<file path="src/rtl/pipe_stall_ctrl_if.sv">
// Hazard-control bundle between the 5-stage pipeline datapath and its stall/flush controller.
// The datapath uses the master modport and the controller uses the slave modport.
interface pipe_stall_ctrl_if #(
  parameter int CNT_W = 32
);
  logic [4:0]       r1AddrD;
  logic [4:0]       r2AddrD;
  logic [4:0]       rdE;
  logic             memReadE;
  logic             pcSrcE;
  logic             memReqM;
  logic             memReadyM;
  logic             stallF;
  logic             stallD;
  logic             stallE;
  logic             stallM;
  logic             stallW;
  logic             flushD;
  logic             flushE;
  logic             memTimeout;
  logic [CNT_W-1:0] loadStallCnt;

  modport master (
    output r1AddrD, r2AddrD, rdE, memReadE, pcSrcE, memReqM, memReadyM,
    input  stallF, stallD, stallE, stallM, stallW, flushD, flushE,
           memTimeout, loadStallCnt
  );

  modport slave (
    input  r1AddrD, r2AddrD, rdE, memReadE, pcSrcE, memReqM, memReadyM,
    output stallF, stallD, stallE, stallM, stallW, flushD, flushE,
           memTimeout, loadStallCnt
  );
endinterface

</file>
<file path="src/rtl/pipe_stall_ctrl.sv">
// Stall/flush controller for the RV32 5-stage pipe: handles load-use bubbles, taken-branch
// flushes and whole-pipe freezes on slow data memory, with a sticky watchdog and a stall counter.
module pipe_stall_ctrl #(
  parameter int TIMEOUT_CYCLES = 255,
  parameter int CNT_W          = 32
) (
  input  logic            clk,
  input  logic            rstN,
  pipe_stall_ctrl_if.slave bus
);
  localparam int WC_W = $clog2(TIMEOUT_CYCLES + 1);

  typedef enum logic [1:0] {RUN, MEMWAIT, ERR} state_e;

  state_e           state_q, state_d;
  logic [WC_W-1:0]  wait_q, wait_d;
  logic             timeout_q, timeout_d;
  logic [CNT_W-1:0] cnt_q, cnt_d;
  logic             lu, mem_hold, lu_active;

  always_comb begin
    lu = bus.memReadE && (bus.rdE != 5'd0) &&
         ((bus.rdE == bus.r1AddrD) || (bus.rdE == bus.r2AddrD));
    mem_hold = ((state_q == RUN) && bus.memReqM && !bus.memReadyM) ||
               (state_q == MEMWAIT) || (state_q == ERR);
    lu_active = rstN && !mem_hold && !bus.pcSrcE && lu;
  end

  always_comb begin
    state_d   = state_q;
    wait_d    = wait_q;
    timeout_d = timeout_q;
    cnt_d     = lu_active ? cnt_q + CNT_W'(1) : cnt_q;
    case (state_q)
      RUN: begin
        if (bus.memReqM && !bus.memReadyM) begin
          state_d = MEMWAIT;
          wait_d  = WC_W'(1);
        end
      end
      MEMWAIT: begin
        // A ready arriving on the limit cycle still completes cleanly.
        if (bus.memReadyM) begin
          state_d = RUN;
          wait_d  = '0;
        end else if (wait_q == WC_W'(TIMEOUT_CYCLES)) begin
          state_d   = ERR;
          timeout_d = 1'b1;
        end else begin
          wait_d = wait_q + WC_W'(1);
        end
      end
      ERR:     state_d = ERR;
      default: state_d = RUN;
    endcase
  end

  always_ff @(posedge clk or negedge rstN) begin
    if (!rstN) begin
      state_q   <= RUN;
      wait_q    <= '0;
      timeout_q <= 1'b0;
      cnt_q     <= '0;
    end else begin
      state_q   <= state_d;
      wait_q    <= wait_d;
      timeout_q <= timeout_d;
      cnt_q     <= cnt_d;
    end
  end

  // Held in reset the pipe fills with bubbles; otherwise freeze > branch flush > load-use.
  always_comb begin
    bus.stallF = 1'b0;
    bus.stallD = 1'b0;
    bus.stallE = 1'b0;
    bus.stallM = 1'b0;
    bus.stallW = 1'b0;
    bus.flushD = 1'b0;
    bus.flushE = 1'b0;
    if (!rstN) begin
      bus.flushD = 1'b1;
      bus.flushE = 1'b1;
    end else if (mem_hold) begin
      bus.stallF = 1'b1;
      bus.stallD = 1'b1;
      bus.stallE = 1'b1;
      bus.stallM = 1'b1;
      bus.stallW = 1'b1;
    end else if (bus.pcSrcE) begin
      bus.flushD = 1'b1;
      bus.flushE = 1'b1;
    end else if (lu) begin
      bus.stallF = 1'b1;
      bus.stallD = 1'b1;
      bus.flushE = 1'b1;
    end
  end

  assign bus.memTimeout   = timeout_q;
  assign bus.loadStallCnt = cnt_q;
endmodule

</file>
<file path="src/flat_wrapper.sv">
// flat-port wrapper written by rule: the top's interface ports become plain ports
module pipe_stall_ctrl_flat 
#(
  parameter int TIMEOUT_CYCLES = 255,
  parameter int CNT_W          = 32
)
  (clk, rstN, bus_r1AddrD, bus_r2AddrD, bus_rdE, bus_memReadE, bus_pcSrcE, bus_memReqM, bus_memReadyM, bus_stallF, bus_stallD, bus_stallE, bus_stallM, bus_stallW, bus_flushD, bus_flushE, bus_memTimeout, bus_loadStallCnt);
  pipe_stall_ctrl_if #(.CNT_W(CNT_W)) bus_i ();
  input  logic clk;
  input  logic rstN;
  input wire logic [$bits(bus_i.r1AddrD)-1:0] bus_r1AddrD;
  input wire logic [$bits(bus_i.r2AddrD)-1:0] bus_r2AddrD;
  input wire logic [$bits(bus_i.rdE)-1:0] bus_rdE;
  input wire logic [$bits(bus_i.memReadE)-1:0] bus_memReadE;
  input wire logic [$bits(bus_i.pcSrcE)-1:0] bus_pcSrcE;
  input wire logic [$bits(bus_i.memReqM)-1:0] bus_memReqM;
  input wire logic [$bits(bus_i.memReadyM)-1:0] bus_memReadyM;
  output wire logic [$bits(bus_i.stallF)-1:0] bus_stallF;
  output wire logic [$bits(bus_i.stallD)-1:0] bus_stallD;
  output wire logic [$bits(bus_i.stallE)-1:0] bus_stallE;
  output wire logic [$bits(bus_i.stallM)-1:0] bus_stallM;
  output wire logic [$bits(bus_i.stallW)-1:0] bus_stallW;
  output wire logic [$bits(bus_i.flushD)-1:0] bus_flushD;
  output wire logic [$bits(bus_i.flushE)-1:0] bus_flushE;
  output wire logic [$bits(bus_i.memTimeout)-1:0] bus_memTimeout;
  output wire logic [$bits(bus_i.loadStallCnt)-1:0] bus_loadStallCnt;
  assign bus_i.r1AddrD = bus_r1AddrD;
  assign bus_i.r2AddrD = bus_r2AddrD;
  assign bus_i.rdE = bus_rdE;
  assign bus_i.memReadE = bus_memReadE;
  assign bus_i.pcSrcE = bus_pcSrcE;
  assign bus_i.memReqM = bus_memReqM;
  assign bus_i.memReadyM = bus_memReadyM;
  assign bus_stallF = bus_i.stallF;
  assign bus_stallD = bus_i.stallD;
  assign bus_stallE = bus_i.stallE;
  assign bus_stallM = bus_i.stallM;
  assign bus_stallW = bus_i.stallW;
  assign bus_flushD = bus_i.flushD;
  assign bus_flushE = bus_i.flushE;
  assign bus_memTimeout = bus_i.memTimeout;
  assign bus_loadStallCnt = bus_i.loadStallCnt;
  pipe_stall_ctrl #(.TIMEOUT_CYCLES(TIMEOUT_CYCLES), .CNT_W(CNT_W)) u_core (.clk(clk), .rstN(rstN), .bus(bus_i));
endmodule
</file>
<file path="config.mk">
export PLATFORM = sky130hd
export DESIGN_NAME = pipe_stall_ctrl_flat
export DESIGN_NICKNAME = d
export VERILOG_FILES = /design/src/rtl/pipe_stall_ctrl_if.sv /design/src/rtl/pipe_stall_ctrl.sv /design/src/flat_wrapper.sv
export SDC_FILE = /design/constraint.sdc
export NUM_CORES = 1
export LEC_CHECK = 0
export ABC_AREA = 1
export CAP_MARGIN = 10
export CORE_MARGIN = 5
export CORE_UTILIZATION = 52
export DETAILED_ROUTE_END_ITERATION = 6
export HOLD_SLACK_MARGIN = 0.08
export PLACE_DENSITY_LB_ADDON = 0.08
export RECOVER_POWER = 50
export SLEW_MARGIN = 20
export SYNTH_ARGS = -nofsm -noshare
export SYNTH_HDL_FRONTEND = slang
export SYNTH_SLANG_ARGS = --single-unit
</file>
<file path="constraint.sdc">
create_clock -name clk -period 1.65 [get_ports clk]
set_input_delay 0.33 -clock clk [delete_from_list [all_inputs] [get_ports clk]]
set_output_delay 0.33 -clock clk [all_outputs]
set_load 0.02 [all_outputs]
</file>
==> results.py <==
metrics = {
    "run": {
        "maxCapViolations": 0,
    },
    "cells_and_area": {
        "post-route-util_pct": 73.5,
        "antenna_cells": 0,
        "area_growth_syn_to_layout_pct": 39.1,
        "n_fill_cell": 484,
        "nets": 586,
        "drive_above_1_share_pct": 27.7,
    },
    "synthesis": {
        "synth_top_cell_by_area": "dfrtp_1",
        "synth_warnings": 0,
        "avgSynthCellArea_um2": 6.69,
        "synth_top_area_share_pct": 34.8,
        "synth-seq-area-share_pct": 34.8,
        "yosysMostFrequentCell": "nand2_1",
        "yosys-top-cells-count": "nand2_1 (173), nor2_1 (55), inv_1 (47)",
        "syn-num-nets": 485,
        "synthFlopType": "dfrtp_1",
        "synth_cells": 462,
        "synth-edff-count": 0,
        "synth_seq_cells": 43,
        "ys_types": 32,
        "synth_top_cells_by_area": "dfrtp_1 (35%), nand2_1 (21%), nor2_1 (6.7%)",
        "netlist_area_um2": 3090,
        "async_reset_ff_share_pct": 100,
    },
    "routing": {
        "wl_per_cell_um": 12.8,
        "first_pass_iters": 4,
        "final_antenna_net_count": 0,
        "wirelength_um": 8160,
        "drtIter0Drc": 130,
        "drc": 0,
        "avgViaCountPerCell": 5.10,
        "vias": 3256,
    },
    "cts": {
        "clk_latency_ps": 300,
        "clock-sinks": 43,
        "clk_pin_slew_ps": 80,
        "cts_tree": "built",
        "htree_num_levels": 2,
        "cts_root_buf": "clkbuf_8",
        "cts_hold_buf": 0,
        "cts_buffer_depth": 2,
        "cts_made_buffers": 5,
    },
    "timing": {
        "finalSetupViolCount": 4,
        "tns_ps": -132,
        "drv_slew": 0,
        "layout_setup_ws_ps": -40.7,
        "post-route-period-util_pct": 102,
        "worst_slew_pin_slew_ps": 1090,
        "finClkSkew_ps": 6.76,
        "fin_crit_ps": 1690,
        "max_slew_margin_pct": 27.1,
        "rsz0062_at_grt": "yes",
        "fmax_mhz": 591,
        "hold_viol_final": 0,
    },
    "floorplan": {
        "start_util_pct": 52.8,
        "die_h_um": 87.1,
        "chipWidth_um": 87.1,
        "core_area_um2": 5850,
        "die-area_um2": 7590,
        "rows": 28,
        "io_pins": 61,
    },
    "setup_path": {
        "worstSetupPathType": "reg2out",
        "cp_max_fo": 5,
        "crit_arrival_ps": 1360,
        "startpoint_type": "register",
        "endpoint_kind": "primary output",
        "critPathRequiredTime_ps": 1320,
    },
    "outcome": {
        "status": "finished with violations",
        "violations": "negative setup slack",
    },
    "grt": {
        "grt_pass1_vias": 3096,
        "gr-total-overflow": 0,
        "grt_pass1_wl_um": 13500,
        "antenna_found_initial": 0,
        "grt_usage_pct": 21.8,
        "grt_max_degree": 44,
    },
    "placement": {
        "numPortBuffers": 60,
        "dp_hpwl_um": 5730,
        "place_congestion": 0.910,
    },
    "pwr": {
        "peakVddDrop_mv": 0.578,
        "leakagePower_nw": 2.15,
        "p_per_area_nw_per_um2": 529,
    },
    "min_path": {
        "min_path_type": "in2async",
    },
}
[through the flow]
| stage | hold slack (ps) | cells | area (um^2) | setup WS [ps] | power [mW] |
|---|---|---|---|---|---|
| after detailed placement | 449 | 615 | 3920 | -920 | 1.31 |
| after floorplan | 34.4 | 462 | 3100 | -25.7 | 1.20 |
| after global routing | 454 | 639 | 4300 | -109 | 2.36 |
| after CTS | 169 | 626 | 4020 | -39.0 | 2.28 |
| final | 353 | 639 | 4300 | -40.7 | 2.27 |
| after global placement | 445 | 615 | 3920 | -893 | 1.31 |
[area by class of cell]
type	count	area (um^2)	area share (%)
inverter	54	208	4.83
clock buffer	5	68.8	1.60
sequential	43	1080	25.2
clock inverter	3	67.6	1.57
timing repair buffer	107	858	20.0
tap	75	93.8	2.18
multi-input combinational	352	1920	44.7
[worst max-delay path, stage by stage (launching register included)]
cell and delay (ps):
dfrtp_1 420, nor2_2 160, nand2_2 100, nand2_4 100
nor2_4 50, a21oi_2 110, buf_6 130
[metal layers]
| layer | routed length [um] | GRT usage, % | up-vias |
|---|---|---|---|
| li1 | - | - | 1659 |
| met1 | 3520 | 28.3 | 1511 |
| met4 | 85 | 5.44 | 0 |
| met5 | 0 | 0 | - |
| met3 | 368 | 3.60 | 11 |
| met2 | 4190 | 37.9 | 75 |
[cell usage in the layout (no fill, tap or decap), types with 4 or more instances in the layout]
cell,n
o21ai_0,4
nand4_1,25
nor2_1,30
dlygate4sd2_1,33
nor2_4,14
buf_4,47
nand3_1,30
nand2_2,12
xnor2_1,5
a21oi_1,8
dfrtp_2,5
xor2_1,8
nor2_2,18
clkbuf_8,5
inv_1,45
buf_2,12
nand2_1,160
buf_6,9
dfrtp_1,38
nor3_1,5
nand3b_1,5
nand2_4,6
nand3_2,5
inv_2,8
[power breakdown]
group          internal [mW]  total [mW]  switching [mW]
Combinational         0.0931       0.235           0.142
Sequential              1.06        1.06         0.00124
Clock                  0.604       0.983           0.380
Total                   1.75        2.27           0.523
[registers in the layout (all words and copies together) (netlist names)]
register	cells
u_core.state_q	2
u_core.bus.loadStallCnt	32
u_core.wait_q	8
u_core.bus.memTimeout	1
[path summary, 6_finish.rpt]
kind / from / endpoint / slack [ps] / depth (start not counted)
hold / removal: rstN / u_core.bus.loadStallCnt[16] / 350 / 2
setup / recovery: u_core.state_q[1] / bus_flushE / -40 / 6
hold reg to reg: u_core.bus.memTimeout / u_core.bus.memTimeout / 470 / 2
max in group asynchronous: rstN / u_core.bus.loadStallCnt[13] / 540 / 2
setup reg to reg: u_core.bus.loadStallCnt[0] / u_core.bus.loadStallCnt[14] / 10 / 10
min in group clk: u_core.bus.memTimeout / u_core.bus.memTimeout / 470 / 2
[logic make-up (layout without fill, tap and decap cells)]
kind of cell,Yosys count,after routing,synth area share (%)
adders and majority gates,2,2,0.809
buffers and inverters,67,169,10.0
and+or+nand+nor,317,317,46.5
DFF,43,43,34.8
AOI/OAI and AO/OA,18,18,3.68
xor gates and xnor gates,15,15,4.25
[timing repair]
action / CTS / global route
resized for setup: 145 / 61
setup buffers: 3 / 13
setup endpoints to repair: 71 / 36
pin swaps: 24 / 26
Power figures use the tool's default switching activity.
